==> src/rtl/allocator_pkg.sv <==
// Shared allocator types: LSU header request/response structs, op codes and walker states.
package allocator_pkg;

    localparam int DATA_W                 = 32;
    localparam int BLOCK_NEXT_ADDR_OFFSET = 4;

    typedef enum logic [1:0] {
        LOCK   = 2'd0,
        LOAD   = 2'd1,
        INSERT = 2'd2,
        DELETE = 2'd3
    } lsu_op_e;

    typedef struct packed {
        logic [DATA_W-1:0] addr;
        logic [DATA_W-1:0] size;
        logic [DATA_W-1:0] next_addr;
    } header_data_t;

    typedef struct packed {
        logic         val;
        lsu_op_e      lsu_op;
        header_data_t header_data;
    } header_data_req_t;

    typedef struct packed {
        logic         val;
        header_data_t header_data;
    } header_data_rsp_t;

    typedef enum logic [3:0] {
        IDLE      = 4'd0,
        LD_HEAD   = 4'd1,
        LD_HEAD_W = 4'd2,
        LD_CUR    = 4'd3,
        LD_CUR_W  = 4'd4,
        INS       = 4'd5,
        INS_W     = 4'd6,
        UNLINK    = 4'd7,
        UNLINK_W  = 4'd8,
        RSP       = 4'd9
    } ffw_state_e;

    // Returns {carry, rounded}; a set carry means the round-up wrapped past DATA_W.
    function automatic logic [DATA_W:0] round_up(input logic [DATA_W-1:0] size,
                                                 input int align);
        logic [DATA_W:0] sum;
        sum = {1'b0, size} + (DATA_W+1)'(align - 1);
        return {sum[DATA_W], sum[DATA_W-1:0] & ~DATA_W'(align - 1)};
    endfunction

endpackage

==> src/rtl/lsu_req_issuer.sv <==
// One-shot LSU request driver: presents a request only while the LSU is ready,
// and accepts the matching response while the walker sits in a wait state.
module lsu_req_issuer
    import allocator_pkg::*;
(
    input  logic             issue,
    input  lsu_op_e          op,
    input  header_data_t     hdr,
    input  logic             wait_rsp,
    input  logic             lsu_ready_i,
    output header_data_req_t lsu_req_o,
    input  header_data_rsp_t lsu_rsp_i,
    output logic             lsu_rsp_rdy_o,
    output logic             sent,
    output logic             done,
    output header_data_t     rsp_hdr
);

    // The bus is held at zero outside the single transfer cycle.
    always_comb begin
        lsu_req_o = '0;
        if (issue && lsu_ready_i) begin
            lsu_req_o.val         = 1'b1;
            lsu_req_o.lsu_op      = op;
            lsu_req_o.header_data = hdr;
        end
    end

    assign sent          = lsu_req_o.val;
    assign lsu_rsp_rdy_o = wait_rsp;
    assign done          = wait_rsp && lsu_rsp_i.val;
    assign rsp_hdr       = lsu_rsp_i.header_data;

endmodule

==> src/rtl/first_fit_walker.sv <==
// First-fit free-list walker for the falafel allocator front end.
// Define FFW_SPLIT_EN to split oversized blocks instead of handing them out whole.
module first_fit_walker
    import allocator_pkg::*;
#(
    parameter int                ALIGN          = 8,
    parameter int                MIN_BLOCK_SIZE = 16,
    parameter logic [DATA_W-1:0] HEAD_ADDR      = '0,
    parameter int                MAX_HOPS       = 1024
)(
    input  logic              clk_i,
    input  logic              rst_i,
    input  logic              alloc_req_val_i,
    output logic              alloc_req_rdy_o,
    input  logic [DATA_W-1:0] alloc_req_size_i,
    output logic              alloc_rsp_val_o,
    input  logic              alloc_rsp_rdy_i,
    output logic [DATA_W-1:0] alloc_rsp_addr_o,
    output logic              alloc_rsp_ok_o,
    output header_data_req_t  lsu_req_o,
    input  logic              lsu_ready_i,
    input  header_data_rsp_t  lsu_rsp_i,
    output logic              lsu_rsp_rdy_o
);

    localparam int HOP_W = $clog2(MAX_HOPS + 1);

    ffw_state_e        state_q, state_d;
    logic [DATA_W-1:0] req_q, req_d;
    logic [DATA_W-1:0] prev_q, prev_d;
    logic [DATA_W-1:0] cur_q, cur_d;
    logic [DATA_W-1:0] link_q, link_d;
    logic [HOP_W-1:0]  hops_q, hops_d, hops_nxt;
    logic [DATA_W-1:0] rsp_addr_q, rsp_addr_d;
    logic              rsp_ok_q, rsp_ok_d;

    logic [DATA_W:0]   rnd;
    logic [DATA_W-1:0] rnd_req;
    logic              rnd_bad;

    logic              issue, wait_rsp, sent, done;
    lsu_op_e           op;
    header_data_t      hdr, rsp_hdr;

    assign rnd      = round_up(alloc_req_size_i, ALIGN);
    assign rnd_req  = rnd[DATA_W-1:0];
    assign rnd_bad  = rnd[DATA_W] || (rnd_req == '0);
    assign hops_nxt = hops_q + HOP_W'(1);

`ifdef FFW_SPLIT_EN
    logic [DATA_W-1:0] cur_size_q, cur_size_d;
    logic [DATA_W-1:0] cur_next_q, cur_next_d;

    always_ff @(posedge clk_i or posedge rst_i) begin
        if (rst_i) begin
            cur_size_q <= '0;
            cur_next_q <= '0;
        end else begin
            cur_size_q <= cur_size_d;
            cur_next_q <= cur_next_d;
        end
    end
`else
    logic [DATA_W-1:0] unused_min_block;
    assign unused_min_block = DATA_W'(MIN_BLOCK_SIZE);
`endif

    // The LSU echoes the header address on every response; only size/next matter here.
    logic unused_rsp_addr;
    assign unused_rsp_addr = ^rsp_hdr.addr;

    lsu_req_issuer u_issuer (
        .issue         (issue),
        .op            (op),
        .hdr           (hdr),
        .wait_rsp      (wait_rsp),
        .lsu_ready_i   (lsu_ready_i),
        .lsu_req_o     (lsu_req_o),
        .lsu_rsp_i     (lsu_rsp_i),
        .lsu_rsp_rdy_o (lsu_rsp_rdy_o),
        .sent          (sent),
        .done          (done),
        .rsp_hdr       (rsp_hdr)
    );

    always_ff @(posedge clk_i or posedge rst_i) begin
        if (rst_i) begin
            state_q    <= IDLE;
            req_q      <= '0;
            prev_q     <= '0;
            cur_q      <= '0;
            link_q     <= '0;
            hops_q     <= '0;
            rsp_addr_q <= '0;
            rsp_ok_q   <= 1'b0;
        end else begin
            state_q    <= state_d;
            req_q      <= req_d;
            prev_q     <= prev_d;
            cur_q      <= cur_d;
            link_q     <= link_d;
            hops_q     <= hops_d;
            rsp_addr_q <= rsp_addr_d;
            rsp_ok_q   <= rsp_ok_d;
        end
    end

    always_comb begin
        state_d    = state_q;
        req_d      = req_q;
        prev_d     = prev_q;
        cur_d      = cur_q;
        link_d     = link_q;
        hops_d     = hops_q;
        rsp_addr_d = rsp_addr_q;
        rsp_ok_d   = rsp_ok_q;
`ifdef FFW_SPLIT_EN
        cur_size_d = cur_size_q;
        cur_next_d = cur_next_q;
`endif
        issue      = 1'b0;
        wait_rsp   = 1'b0;
        op         = LOAD;
        hdr        = '0;

        case (state_q)
            IDLE: begin
                if (alloc_req_val_i) begin
                    req_d  = rnd_req;
                    prev_d = HEAD_ADDR;
                    hops_d = '0;
                    if (rnd_bad) begin
                        rsp_addr_d = '0;
                        rsp_ok_d   = 1'b0;
                        state_d    = RSP;
                    end else begin
                        state_d = LD_HEAD;
                    end
                end
            end

            LD_HEAD: begin
                issue    = 1'b1;
                hdr.addr = HEAD_ADDR;
                if (sent) state_d = LD_HEAD_W;
            end

            LD_HEAD_W: begin
                wait_rsp = 1'b1;
                if (done) begin
                    cur_d = rsp_hdr.next_addr;
                    if (rsp_hdr.next_addr == '0) begin
                        rsp_addr_d = '0;
                        rsp_ok_d   = 1'b0;
                        state_d    = RSP;
                    end else begin
                        state_d = LD_CUR;
                    end
                end
            end

            LD_CUR: begin
                issue    = 1'b1;
                hdr.addr = cur_q;
                if (sent) state_d = LD_CUR_W;
            end

            LD_CUR_W: begin
                wait_rsp = 1'b1;
                if (done) begin
                    hops_d = hops_nxt;
`ifdef FFW_SPLIT_EN
                    cur_size_d = rsp_hdr.size;
                    cur_next_d = rsp_hdr.next_addr;
`endif
                    if (rsp_hdr.size < req_q) begin
                        // Too small: advance, unless the list or the hop budget is exhausted.
                        if (rsp_hdr.next_addr == '0 || hops_nxt == HOP_W'(MAX_HOPS)) begin
                            rsp_addr_d = '0;
                            rsp_ok_d   = 1'b0;
                            state_d    = RSP;
                        end else begin
                            prev_d  = cur_q;
                            cur_d   = rsp_hdr.next_addr;
                            state_d = LD_CUR;
                        end
                    end else begin
`ifdef FFW_SPLIT_EN
                        if (rsp_hdr.size - req_q >= DATA_W'(MIN_BLOCK_SIZE)) begin
                            state_d = INS;
                        end else begin
                            link_d  = rsp_hdr.next_addr;
                            state_d = UNLINK;
                        end
`else
                        link_d  = rsp_hdr.next_addr;
                        state_d = UNLINK;
`endif
                    end
                end
            end

`ifdef FFW_SPLIT_EN
            // The tail of the chosen block becomes a fresh free block in its place.
            INS: begin
                issue         = 1'b1;
                op            = INSERT;
                hdr.addr      = cur_q + req_q;
                hdr.size      = cur_size_q - req_q;
                hdr.next_addr = cur_next_q;
                if (sent) state_d = INS_W;
            end

            INS_W: begin
                wait_rsp = 1'b1;
                if (done) begin
                    link_d  = cur_q + req_q;
                    state_d = UNLINK;
                end
            end
`endif

            UNLINK: begin
                issue         = 1'b1;
                op            = DELETE;
                hdr.addr      = prev_q;
                hdr.next_addr = link_q;
                if (sent) state_d = UNLINK_W;
            end

            UNLINK_W: begin
                wait_rsp = 1'b1;
                if (done) begin
                    rsp_addr_d = cur_q;
                    rsp_ok_d   = 1'b1;
                    state_d    = RSP;
                end
            end

            RSP: begin
                if (alloc_rsp_rdy_i) state_d = IDLE;
            end

            default: state_d = IDLE;
        endcase
    end

    assign alloc_req_rdy_o  = (state_q == IDLE);
    assign alloc_rsp_val_o  = (state_q == RSP);
    assign alloc_rsp_addr_o = rsp_addr_q;
    assign alloc_rsp_ok_o   = rsp_ok_q;

endmodule

==> config.mk <==
export PLATFORM = sky130hd
export DESIGN_NAME = first_fit_walker
export DESIGN_NICKNAME = d
export VERILOG_FILES = /design/src/rtl/allocator_pkg.sv /design/src/rtl/lsu_req_issuer.sv /design/src/rtl/first_fit_walker.sv
export SDC_FILE = /design/constraint.sdc
export NUM_CORES = 1
export LEC_CHECK = 0
export BUFFER_PORTS_ARGS = -buffer_cell sky130_fd_sc_hd__buf_2
export CORE_ASPECT_RATIO = 0.5
export CORE_MARGIN = 2
export CORE_UTILIZATION = 28
export CTS_BUF_LIST = sky130_fd_sc_hd__clkbuf_16
export CTS_CLUSTER_DIAMETER = 120
export CTS_CLUSTER_SIZE = 24
export DETAILED_ROUTE_END_ITERATION = 10
export PLACE_DENSITY = 0.59
export SYNTH_ARGS = -nofsm -noshare
export SYNTH_HDL_FRONTEND = slang
export SYNTH_SLANG_ARGS = --single-unit
==> constraint.sdc <==
create_clock -name clk_i -period 6.7 [get_ports clk_i]
set_input_delay 1.005 -clock clk_i [delete_from_list [all_inputs] [get_ports clk_i]]
set_output_delay 1.005 -clock clk_i [all_outputs]
set_load 0.02 [all_outputs]
# == Yosys cells after proc, flatten, opt, wreduce, memory -nomap -nowiden ==
# Cells that the tools add are included.
# totals
regBits,173
inputBits,134
output_inout_bits,135
elab_cells,102
# op_classes
n_addsub,2
n_lt_le_gt_ge,1
n_eq_ne,21
muxes,50
bitwise_logic,1
reduce_logical,19
# op_table
cell,n
two-way mux 32 bit,17
case mux 32 bit (2 select lines),3
case mux 32 bit (4 select lines),1
two-way mux 99 bit,1
logical NOT 32 bit,2
two-way mux 4 bit,12
adder 32 x 3 -> 33 bit (second input constant),1
less-than comparator 32 bit,1
case mux 4 bit (8 select lines),1
two-way mux 11 bit,2
!= test 2 bit (second input constant),11
case mux 11 bit (2 select lines),1
adder 11 x 1 -> 11 bit (second input constant),1
== test 11 bit (second input constant),1
two-way mux 1 bit,10
AND reduction 5 bit,2
AND reduction 9 bit,1
== test 4 x 2 -> 1 bit (second input constant),2
== test 4 x 3 -> 1 bit (second input constant),2
== test 4 bit (second input constant),2
AND reduction 8 bit,1
AND reduction 3 bit,2
OR reduction 3 bit,2
== test 4 x 1 -> 1 bit (second input constant),1
10 further kinds,14

# == Depth between registers and ports, before layout ==
# Gate-level depths: netlist (run 1).
# depth
word_depth,7
mapped_depth,11
mapped_depth_nobuf,9

# == Cells and area by module ==
# Synthesis (run 1) repeated with hierarchy kept, for this count alone.
# hier_totals
hier_cells,1152
hier_area_um2,10827.9
# modules_own_cells
module,instances,cells_per_inst,area_per_inst_um2,seq_area_each_um2
first_fit_walker,1,933,9316.4,4329.2
lsu_req_issuer,1,219,1511.4,0.0

# == Worst setup path before layout (run 1) ==
# No wires, ideal clock.
# synth_path
path_kind,input-to-reg
start,input lsu_rsp_i[49] (netlist bit)
end,register cur_q[4]
setup_time_ns,0.125
t_arrival_ns,3.341
required_ns,6.575
slack_ns,3.235
stages,10
n_path_buf,2
path_cell_list,ha_1 > a21o_1 > a221o_1 > a221oi_1 > o21ai_0 > o21ai_0 > and4_1 > buf_2 > buf_2 > mux2_2
# synth_via
elab_chain_len,3
# synth_lines
element,line,source
start: declaration,first_fit_walker.sv:22,"input header_data_rsp_t lsu_rsp_i,"
less-than comparator 32 bit,first_fit_walker.sv:176,if (rsp_hdr.size < req_q) begin
!= test 2 bit (no line),-,
AND reduction 5 bit (no line),-,
end signal: assignment,first_fit_walker.sv:100,cur_q <= cur_d;
end: declaration,first_fit_walker.sv:31,"logic [DATA_W-1:0] cur_q, cur_d;"
# Every way passes these cells.
# A chain may end at the register's enable or synchronous reset.

# == Final worst setup path (run 1) ==
# layout_path
start,input lsu_rsp_i[49] (netlist bit)
end,register cur_q[15]
# The elaborated chain is that of the path after synthesis.

==> metrics.md, run 1 <==
| Metric | Value |
|---|---|
| Core Rows | `~50` |
| Setup violators final | `0` |
| Crit path largest cell delay | `between 0.8 and 0.9 ns` |
| Final clock skew | `0.01226 ns` |
| Cells after Synth | `around 1,100` |
| Number of distinct library cells after synthesis | `63` |
| Final HPWL DP | `around 21,000 um` |
| Area growth from synthesis to layout | `18.87%` |
| Layout cells sized above 1 | `28.04%` |
| Core ar. | `approximately 36,000 um2` |
| DRT Pass-1 Iters | `5` |
| CTS Hold Buffers Added | `0` |
| CTS buffer count | `17` |
| First-pass GRT wire length | `roughly 45,000 um` |
| # IOs | `approximately 270` |
| Min Tclk post-route | `~4.2 ns` |
| Main synth FF type | `dfrtp_1` |
| Gpl congestion | `0.8479` |
| Critical path buffers and inverters | `2` |
| Width of the die | `274.9 um` |
| Async SR Flop Fraction | `100.0%` |
| Iteration-0 DRC Markers | `about 570` |
| Crit path max fanout | `17` |
| Number of vias per cell | `4.748` |
| CP Capture Type | `flip-flop` |
| Slew HR | `between 20% and 30%` |
| Sink Count | `between 150 and 200` |
| Max Slew Vio Count | `0` |
| WL/cell | `about 17 um` |
| Remaining Overflow, GRT | `0` |
| Sequential fraction of the synthesis area | `42.14%` |
| Port bufs | `about 200` |
| All-layer global routing usage | `between 15 and 20%` |
| Initial core utilization | `between 20 and 30%` |
| Fill cells | `~3,700` |
| Syn Area/Cell | `approximately 9.5 um2` |
| Setup TNS | `0 ns` |
| Most frequent cells in the layout | `buf_2 (201), dfrtp_1 (173), nand2_1 (104)` |
| Commonest non-fill, non-tap cell in the layout | `buf_2` |
| Die footprint | `around 38,000 um2` |
| Clock slew at reported path FFs | `0.07 ns` |
| # DRC | `0` |
| Fmax | `approximately 0.24 GHz` |
| Crit-path cells | `buf_2, ha_1, a21o_1, a221o_1, a221oi_1, o21ai_0, o21ai_0, and4_1, buf_4, mux2_2` |
| PwrDens | `approximately 370 nW/um2` |
| Warnings, synthesis | `0` |
| Crit path DAT | `roughly 4.5 ns` |
| Antenna violations before repair | `4` |
| DR vias | `slightly above 8,000` |
| CP max stage cell | `and4_1` |
| Final net count | `roughly 1,400` |
| CTS root buf | `clkbuf_16` |
| Static leakage | `about 5.7 nW` |
| WHS | `between 0.4 and 0.5 ns` |
| RSZ-0062 raised after global routing | `no` |
| Synth Register Bits | `roughly 170` |
| Worst hold path type | `flip-flop to flip-flop` |
| Post-synth EDFFs | `0` |
| Clk_lat worst skew | `0.44 ns` |
| Pin count of the biggest net entering global routing | `approximately 100` |
| Critical Path RT | `between 7 and 8 ns` |
| Slew @ Worst Pin | `1.136 ns` |
| Hold Violations, Final | `0` |
| Final WS setup | `~2.5 ns` |
| Maximum vdd ir drop | `between 0.15 and 0.2 mV` |
| Vias in the first global route | `7,875` |
| Chip Height | `139.4 um` |
| Tcrit/Tclk final | `just over 60%` |
| Max-cap violations | `0` |
| Max Root-Sink Buffers | `2` |
| Routed Antenna Nets | `0` |
| Number of setup buffers added after CTS | `0` |
| # H-tree levels | `4` |
| Top cell by count, worst path | `o21ai_0` |
| Pre-CTS setup slack | `~2.1 ns` |
| TritonCTS clock tree | `done` |
| WL final | `28,890 um` |
| CP Class | `primary input to flip-flop` |
| Post-CTS resize count | `0` |
| Top cell family by delay on the critical path | `compound AO/OA/AOI/OAI gates` |
| Status | `finished, final reports clean` |
| CP startpoint kind | `primary input` |
| Post-synthesis cell area | `10,270 um2` |
## final cells by class
class	count	area (um2)	share of cell area, %
well taps	484	605.6	4.960
flip-flops and latches	173	4329	35.45
repair buffers	216	1119	9.161
inverters	103	391.6	3.207
multi-input cells	735	5134	42.04
diodes	4	10.01	0.08198
clock buffers	17	425.4	3.484
clock inverters	15	196.4	1.609
## Yosys cell counts (2+ instances only)
master,n,share of area [%]
buf_4,38,2.8
nor3_1,17,0.83
buf_6,3,0.33
mux2_1,8,0.88
o221ai_1,3,0.26
inv_1,102,3.7
and2_1,35,2.1
a21oi_1,46,2.2
o21ai_0,26,1.3
o22ai_1,3,0.18
a211o_1,3,0.26
a2111oi_0,2,0.17
and3_1,5,0.30
nand3_1,23,1.1
or4_1,2,0.15
xor2_1,20,1.7
nand3b_1,2,0.15
nand2b_1,8,0.49
nor4_1,15,0.91
o31ai_1,3,0.22
buf_2,14,0.68
a22oi_1,32,2.3
mux2i_1,34,3.3
xnor2_1,16,1.4
o221ai_2,30,4.4
clkbuf_1,50,1.8
nor2b_1,2,0.12
a22o_1,2,0.17
nand2_1,104,3.8
ha_1,29,3.5
o41ai_1,5,0.43
a31oi_1,6,0.37
and4_1,5,0.43
o2111ai_1,2,0.17
nor2_1,79,2.9
or3_1,7,0.43
mux2_2,59,6.5
o32ai_1,2,0.17
dfrtp_1,173,42
nand4_1,47,2.9
## metal layers
| layer | routed length (um) | global-route usage (%) | share of wire, % |
|---|---|---|---|
| met1 | 12620 | 19.46 | 44 |
| met2 | 14730 | 25.72 | 51 |
| met3 | 996 | 2.640 | 3.4 |
| met4 | 517 | 4.523 | 1.8 |
| met5 | 13 | 0 | 0.045 |
## state kept, by name, indices dropped and copies added (netlist names)
name,count
req_q,29
alloc_rsp_addr_o,32
state_q,4
hops_q,11
alloc_rsp_ok_o,1
prev_q,32
link_q,32
cur_q,32
## worst paths after layout
path	startpoint	cells past startpoint	end	slack, ns
min	link_q[29]	1	link_q[29]	0.49
max reg2reg	state_q[3]	9	prev_q[17]	2.80
min in group asynchronous	rst_i	2	alloc_rsp_addr_o[4]	0.77
max in group asynchronous	rst_i	3	link_q[2]	4.34
max	lsu_rsp_i[49]	10	cur_q[15]	2.53
min reg2reg	link_q[29]	1	link_q[29]	0.49
## cell families (layout without fill, tap and decap cells)
logic type | Yosys count | count (layout) | synth area share, %
xor gates and xnor gates | 36 | 36 | 3.069
adders and majority gates | 29 | 29 | 3.532
other | 1 | 36 | 0.03651
AOI/OAI and AO/OA | 180 | 180 | 14.02
DFF | 173 | 173 | 42.14
and+or+nand+nor | 357 | 357 | 17.16
buffers and inverters | 208 | 351 | 9.379
muxes | 101 | 101 | 10.66
## power breakdown
| part | leakage (nW) | total [mW] | internal [mW] | switching (mW) |
|---|---|---|---|---|
| Sequential | 2.23 | 1.74 | 1.43 | 0.306 |
| Combinational | 3.12 | 1.68 | 0.673 | 1.01 |
| Clock | 0.309 | 1.07 | 0.603 | 0.469 |
## per-stage QoR
stage,power [mW],utilization [%],instance area [um2],cells
6_report,4.496,33.87,12210,1747
5_1_grt,4.800,33.86,12210,1746
4_1_cts,4.532,33.84,12200,1743
3_5_place_dp,3.451,32.12,11580,1711
3_3_place_gp,3.408,32.12,11580,1711
2_1_floorplan,2.979,-,10390,1116
(Power assumes the default switching activity.)
==> run 2, diff against run 1 <==
ABC_AREA = 1   (was default)
clock period = 4.1 ns   (was 6.7 ns; I/O delays follow)
==> metrics.md, run 2 <==
| Metric | Value |
|---|---|
| Post-synthesis mux area share | `0% (was 10.66%)` |
| PwrDens | `539.9 nW/um2 (was 368.2 nW/um2)` |
| Die footprint | `38,110 um2 (was 38,330 um2)` |
| Pin count of the biggest net entering global routing | `63 (was 101)` |
| Max Slew Vio Count | `0 (unchanged)` |
| All-layer global routing usage | `15.81% (was 15.06%)` |
| # H-tree levels | `4 (unchanged)` |
| Number of distinct library cells after synthesis | `37 (was 63)` |
| CTS buffer count | `17 (unchanged)` |
| # DRC | `0 (unchanged)` |
| Final net count | `1,782 (was 1,409)` |
| Post-synthesis compound-gate area fraction | `9.311% (was 14.02%)` |
| Port bufs | `201 (unchanged)` |
| Sink Count | `173 (unchanged)` |
| Post-synthesis xor/xnor area fraction | `0.6861% (was 3.069%)` |
| Number of setup buffers added after CTS | `0 (unchanged)` |
| Status | `finished, final reports clean (unchanged)` |
| WHS | `0.3862 ns (was 0.4876 ns)` |
| Routed Antenna Nets | `0 (unchanged)` |
| Final HPWL DP | `22,880 um (was 20,840 um)` |
| Most frequent cells in the layout | `nand2_1 (405), inv_1 (201), buf_2 (201) (was buf_2 (201), dfrtp_1 (173), nand2_1 (104))` |
| Min Tclk post-route | `approximately 3.5 ns` |
| Chip Height | `139.0 um (was 139.4 um)` |
| Antenna violations before repair | `5 (was 4)` |
| CP Class | `flip-flop to output port (was primary input to flip-flop)` |
| First-pass GRT wire length | `48,020 um (was 45,470 um)` |
| Critical path buffers and inverters | `3 (was 2)` |
| Commonest cells in the netlist | `nand2_1 (405), inv_1 (202), dfrtp_1 (173) (was dfrtp_1 (173), nand2_1 (104), inv_1 (102))` |
| Top cell family by delay on the critical path | `simple AND/OR/NAND/NOR gates (was compound AO/OA/AOI/OAI gates)` |
| Crit path largest cell delay | `0.63 ns (was 0.81 ns)` |
| Cell taking the most area after synthesis | `dfrtp_1 (unchanged)` |
| Area growth from synthesis to layout | `19.22% (was 18.87%)` |
| Warnings, synthesis | `0 (unchanged)` |
| Synth Register Bits | `173 (unchanged)` |
| Crit path DAT | `2.90 ns (was 4.49 ns)` |
| Vias in the first global route | `8,824 (was 7,875)` |
| Remaining Overflow, GRT | `0 (unchanged)` |
| WL final | `30,310 um (was 28,890 um)` |
| Most frequent cell after synthesis | `nand2_1 (was dfrtp_1)` |
| # IOs | `269 (unchanged)` |
| Critical Path RT | `3.48 ns (was 7.02 ns)` |
| Iteration-0 DRC Markers | `764 (was 566)` |
| Max-cap violations | `0 (unchanged)` |
| CTS root buf | `clkbuf_16 (unchanged)` |
| Layout cells sized above 1 | `16.91% (was 28.04%)` |
| Slew HR | `29.40% (was 23.85%)` |
| Core Rows | `49 (unchanged)` |
| Cells after Synth | `1,442 (was 1,085)` |
| Main synth FF type | `dfrtp_1 (unchanged)` |
| Crit-path cells | `nand2_1, nor3_2, nor2_1, inv_1, nand2_1, buf_4, nor2_1, buf_2 (was buf_2, ha_1, a21o_1, a221o_1, a221oi_1, o21ai_0, o21ai_0, and4_1, buf_4, mux2_2)` |
| Sequential fraction of the synthesis area | `42.39% (was 42.14%)` |
| CP Capture Type | `output port (was flip-flop)` |
| Clock slew at reported path FFs | `0.07 ns (about the same)` |
| Number of vias per cell | `4.469 (was 4.748)` |
| Crit path max fanout | `20 (was 17)` |
| Post-synthesis cell area | `10,210 um2 (was 10,270 um2)` |
| Hold Violations, Final | `0 (unchanged)` |
| DR vias | `9,479 (was 8,295)` |
| Top cell type's share of synthesized area | `42.39% (was 42.14%)` |
| CP startpoint kind | `flip-flop (was primary input)` |
| Slew @ Worst Pin | `1.058 ns (was 1.136 ns)` |
| Initial core utilization | `28.43% (was 28.50%)` |
| TritonCTS clock tree | `done (unchanged)` |
| Clk_lat worst skew | `0.44 ns (about the same)` |
| Setup violators final | `0 (unchanged)` |
| CP max stage cell | `nor3_2 (was and4_1)` |
| Async SR Flop Fraction | `100.0% (unchanged)` |
| Width of the die | `274.1 um (was 274.9 um)` |
| DP Area | `11,600 um2 (was 11,580 um2)` |
| Syn Area/Cell | `7.082 um2 (was 9.468 um2)` |
| WL/cell | `14.29 um (was 16.53 um)` |
| Largest family of logic cells by synthesized area | `simple AND/OR/NAND/NOR gates (unchanged)` |
| Core ar. | `35,930 um2 (was 36,050 um2)` |
| DRT Pass-1 Iters | `5 (unchanged)` |
| Fmax | `~0.28 GHz` |
| Max Root-Sink Buffers | `2 (unchanged)` |
| RSZ-0062 raised after global routing | `no (unchanged)` |
| Setup TNS | `0 ns (unchanged)` |
| Post-CTS resize count | `0 (unchanged)` |
| Final Cell Area | `12,180 um2 (was 12,210 um2)` |
| Worst hold path type | `primary input to asynchronous set/reset pin (was flip-flop to flip-flop)` |
| Simple-Gate Fraction of Synth Area | `31.28% (was 17.16%)` |
| Final clock skew | `0.01421 ns (was 0.01226 ns)` |
| Post-synth EDFFs | `0 (unchanged)` |
| Pwr Total | `6.574 mW (was 4.496 mW)` |
| Maximum vdd ir drop | `0.3818 mV (was 0.1920 mV)` |
| Adder-cell share of the synthesized area | `3.553% (was 3.532%)` |
| CTS Hold Buffers Added | `0 (unchanged)` |
| Static leakage | `6.272 nW (was 5.655 nW)` |
| Gpl congestion | `0.8635 (was 0.8479)` |
| Commonest non-fill, non-tap cell in the layout | `nand2_1 (was buf_2)` |
| Tcrit/Tclk final | `around 86%` |
| Synth area leaders | `dfrtp_1 (42%), nand2_1 (15%), inv_1 (7.4%) (was dfrtp_1 (42%), mux2_2 (6.5%), o221ai_2 (4.4%))` |
[run 2: changes by cell type after synthesis, moves of 34 or more]
| cell | change |
|---|---|
| nand2_1 | +301 |
| inv_1 | +100 |
| nand3_1 | +100 |
| o21ai_0 | +79 |
| nor2_1 | +70 |
| mux2_2 | -59 |
| and2_1 | -34 |
| mux2i_1 | -34 |
[run 2: cells by family after synthesis]
kind of cell / count (synthesis)
compound gates: 175
xor+xnor: 8
fa+ha+maj: 29
buf+inv: 299
flops: 173
other cells: 1
simple gates: 757
[run 2: routing by layer]
metal  up-vias  track usage, %  part of all wire, %  wire (um)
met5         -               0                    0          0
met4         0           5.378                  2.2        666
met3        30           3.255                  4.2       1270
met2       167           25.93                   48      14560
met1      4421           20.74                   46      13810
li1       4861               -                    -          -
[run 2: metrics by stage]
stage	util (%)	cells	setup WS (ns)
finish	33.89	2121	0.5828
global route	33.89	2121	0.4380
CTS	33.85	2116	0.6578
detailed placement	32.30	2084	0.7987
global placement	32.30	2084	0.8562
floorplan	-	1473	1.274
[run 2: final cells by class]
class | instances | area (um2)
sequential | 173 | 4329
tap | 484 | 605.6
timing repair buffer | 222 | 1189
multi-input combinational | 1001 | 4712
inverter | 204 | 769.5
clock inverter | 15 | 132.6
fill | 3979 | 23750
clock buffer | 17 | 425.4
antenna | 5 | 12.51
[run 2: power breakdown]
part	switching [mW]	total [mW]	internal, mW
sequential	0.307	2.50	2.20
combinational	1.77	2.51	0.739
clock	0.769	1.57	0.796
[run 2: path summary, 6_finish.rpt]
check	from	endpoint	slack, ns	cells past startpoint
max in group asynchronous	rst_i	hops_q[7]	2.82	3
min	rst_i	req_q[14]	0.39	2
max reg2reg	state_q[1]	prev_q[8]	0.92	12
min reg2reg	alloc_rsp_ok_o	alloc_rsp_ok_o	0.47	2
max	state_q[1]	lsu_req_o[82]	0.58	8
min in group clk_i	lsu_rsp_i[29]	link_q[29]	0.42	3
==> run 3, diff against run 2 <==
CELL_PAD_IN_SITES_DETAIL_PLACEMENT = 2   (was default)
CELL_PAD_IN_SITES_GLOBAL_PLACEMENT = 2   (was default)
PLACE_DENSITY = 0.89   (was 0.59)
==> metrics.md, run 3 (synthesis gave the netlist of run 2 again) <==
| Metric | Value |
|---|---|
| Final clock skew | `0.01338 ns (was 0.01421 ns)` |
| Number of vias per cell | `4.857 (was 4.469)` |
| PwrDens | `576.1 nW/um2 (was 539.9 nW/um2)` |
| # DRC | `0 (unchanged)` |
| CTS Hold Buffers Added | `0 (unchanged)` |
| Max-cap violations | `0 (unchanged)` |
| Max Root-Sink Buffers | `2 (unchanged)` |
| Vias in the first global route | `11,270 (was 8,824)` |
| Remaining Overflow, GRT | `0 (unchanged)` |
| Final net count | `1,782 (unchanged)` |
| Final HPWL DP | `28,600 um (was 22,880 um)` |
| Worst hold path type | `primary input to asynchronous set/reset pin (unchanged)` |
| Setup TNS | `0 ns (unchanged)` |
| Initial core utilization | `28.43% (unchanged)` |
| Width of the die | `274.1 um (unchanged)` |
| Routed Antenna Nets | `0 (unchanged)` |
| Maximum vdd ir drop | `0.3838 mV (was 0.3818 mV)` |
| Final non-filler cell total | `2,118 (was 2,121)` |
| Antenna violations before repair | `2 (was 5)` |
| CP startpoint kind | `flip-flop (unchanged)` |
| Port bufs | `201 (unchanged)` |
| Iteration-0 DRC Markers | `529 (was 764)` |
| TritonCTS clock tree | `done (unchanged)` |
| Post-CTS resize count | `0 (unchanged)` |
| Number of setup buffers added after CTS | `0 (unchanged)` |
| Core Rows | `49 (unchanged)` |
| CTS buffer count | `17 (unchanged)` |
| Hold Violations, Final | `0 (unchanged)` |
| Crit path DAT | `2.90 ns (about the same)` |
| DR vias | `10,290 (was 9,479)` |
| Layout cells sized above 1 | `16.91% (unchanged)` |
| WL final | `39,030 um (was 30,310 um)` |
| CP Capture Type | `output port (unchanged)` |
| Chip Height | `139.0 um (unchanged)` |
| Clk_lat worst skew | `0.46 ns (was 0.44 ns)` |
| # IOs | `269 (unchanged)` |
| All-layer global routing usage | `20.95% (was 15.81%)` |
| WL/cell | `18.43 um (was 14.29 um)` |
| Sink Count | `173 (unchanged)` |
| Slew HR | `20.93% (was 29.40%)` |
| Slew @ Worst Pin | `1.185 ns (was 1.058 ns)` |
| CP Class | `flip-flop to output port (unchanged)` |
| DRT Pass-1 Iters | `5 (unchanged)` |
| Most frequent cells in the layout | `nand2_1 (405), buf_2 (201), inv_1 (200) (was nand2_1 (405), inv_1 (201), buf_2 (201))` |
| WHS | `0.1914 ns (was 0.3862 ns)` |
| Tcrit/Tclk final | `85.66% (was 85.78%)` |
| Commonest non-fill, non-tap cell in the layout | `nand2_1 (unchanged)` |
| Die footprint | `38,110 um2 (unchanged)` |
| # H-tree levels | `4 (unchanged)` |
| Fmax | `0.2847 GHz (was 0.2843 GHz)` |
| Post-Place Cells | `2,084 (unchanged)` |
| Flop2flop setup slack | `0.96 ns (was 0.92 ns)` |
| Static leakage | `6.297 nW (was 6.272 nW)` |
| Setup violators final | `0 (unchanged)` |
| CTS root buf | `clkbuf_16 (unchanged)` |
| Core ar. | `35,930 um2 (unchanged)` |
| Clock slew at reported path FFs | `0.07 ns (about the same)` |
| Gpl congestion | `0.8335 (was 0.8635)` |
| Critical Path RT | `3.48 ns (about the same)` |
| Status | `finished, final reports clean (unchanged)` |
| Area growth from synthesis to layout | `19.66% (was 19.22%)` |
| Crit path max fanout | `20 (unchanged)` |
| RSZ-0062 raised after global routing | `no (unchanged)` |
| Pin count of the biggest net entering global routing | `122 (was 63)` |
| Min Tclk post-route | `3.512 ns (was 3.517 ns)` |
| First-pass GRT wire length | `62,800 um (was 48,020 um)` |
| Max Slew Vio Count | `0 (unchanged)` |
## run 3: final timing paths
| check | start | to | cells past startpoint |
|---|---|---|---|
| worst max-delay path | state_q[1] | lsu_req_o[64] | 9 |
| worst min-delay path | rst_i | alloc_rsp_addr_o[2] | 2 |
| worst max register to register | state_q[1] | prev_q[15] | 13 |
| worst min register to register | alloc_rsp_addr_o[9] | alloc_rsp_addr_o[9] | 2 |
| max in group asynchronous | rst_i | prev_q[28] | 3 |
| min in group clk_i | lsu_rsp_i[12] | link_q[12] | 3 |
## run 3: critical path, cell delays in order (launching register included)
cell	delay, ns
dfrtp_1	0.66
nand2_1	0.12
nor3_2	0.12
buf_4	0.21
nor2_1	0.11
inv_1	0.06
nand2_1	0.35
buf_4	0.39
nor2_1	0.21
buf_2	0.20
## run 3: stage by stage
| stage | power (mW) | util, % | cell area, um2 | setup WS [ns] |
|---|---|---|---|---|
| after floorplan | 4.371 | - | 10330 | 1.274 |
| after global placement | 5.072 | 32.30 | 11600 | 0.9107 |
| after detailed placement | 5.283 | 32.30 | 11600 | 0.7242 |
| after CTS | 7.122 | 34.00 | 12220 | 0.5254 |
| after global routing | 7.590 | 34.01 | 12220 | 0.4016 |
| final | 7.041 | 34.01 | 12220 | 0.5878 |
## run 3: routing by layer
| layer | track usage [%] | share of wire [%] | routed length, um |
|---|---|---|---|
| met2 | 37.75 | 52 | 20280 |
| met4 | 7.923 | 3.3 | 1277 |
| met5 | 0 | 0 | 0 |
| met1 | 25.08 | 42 | 16430 |
| met3 | 3.238 | 2.7 | 1044 |
## run 3: cell type report
| type | instances | area [um2] |
|---|---|---|
| repair buffers | 222 | 1189 |
| inverters | 204 | 769.5 |
| fillers | 4352 | 23710 |
| clock inverters | 15 | 185.2 |
| diodes | 2 | 5.005 |
| multi-input cells | 1001 | 4712 |
| flip-flops and latches | 173 | 4329 |
| well taps | 484 | 605.6 |
| clock buffers | 17 | 425.4 |
## run 3: power by group
| group | internal, mW | switching, mW | leakage (nW) | total (mW) |
|---|---|---|---|---|
| registers | 2.20 | 0.370 | 2.17 | 2.57 |
| clock network | 0.969 | 0.773 | 0.290 | 1.74 |
| logic | 0.757 | 1.98 | 3.84 | 2.73 |
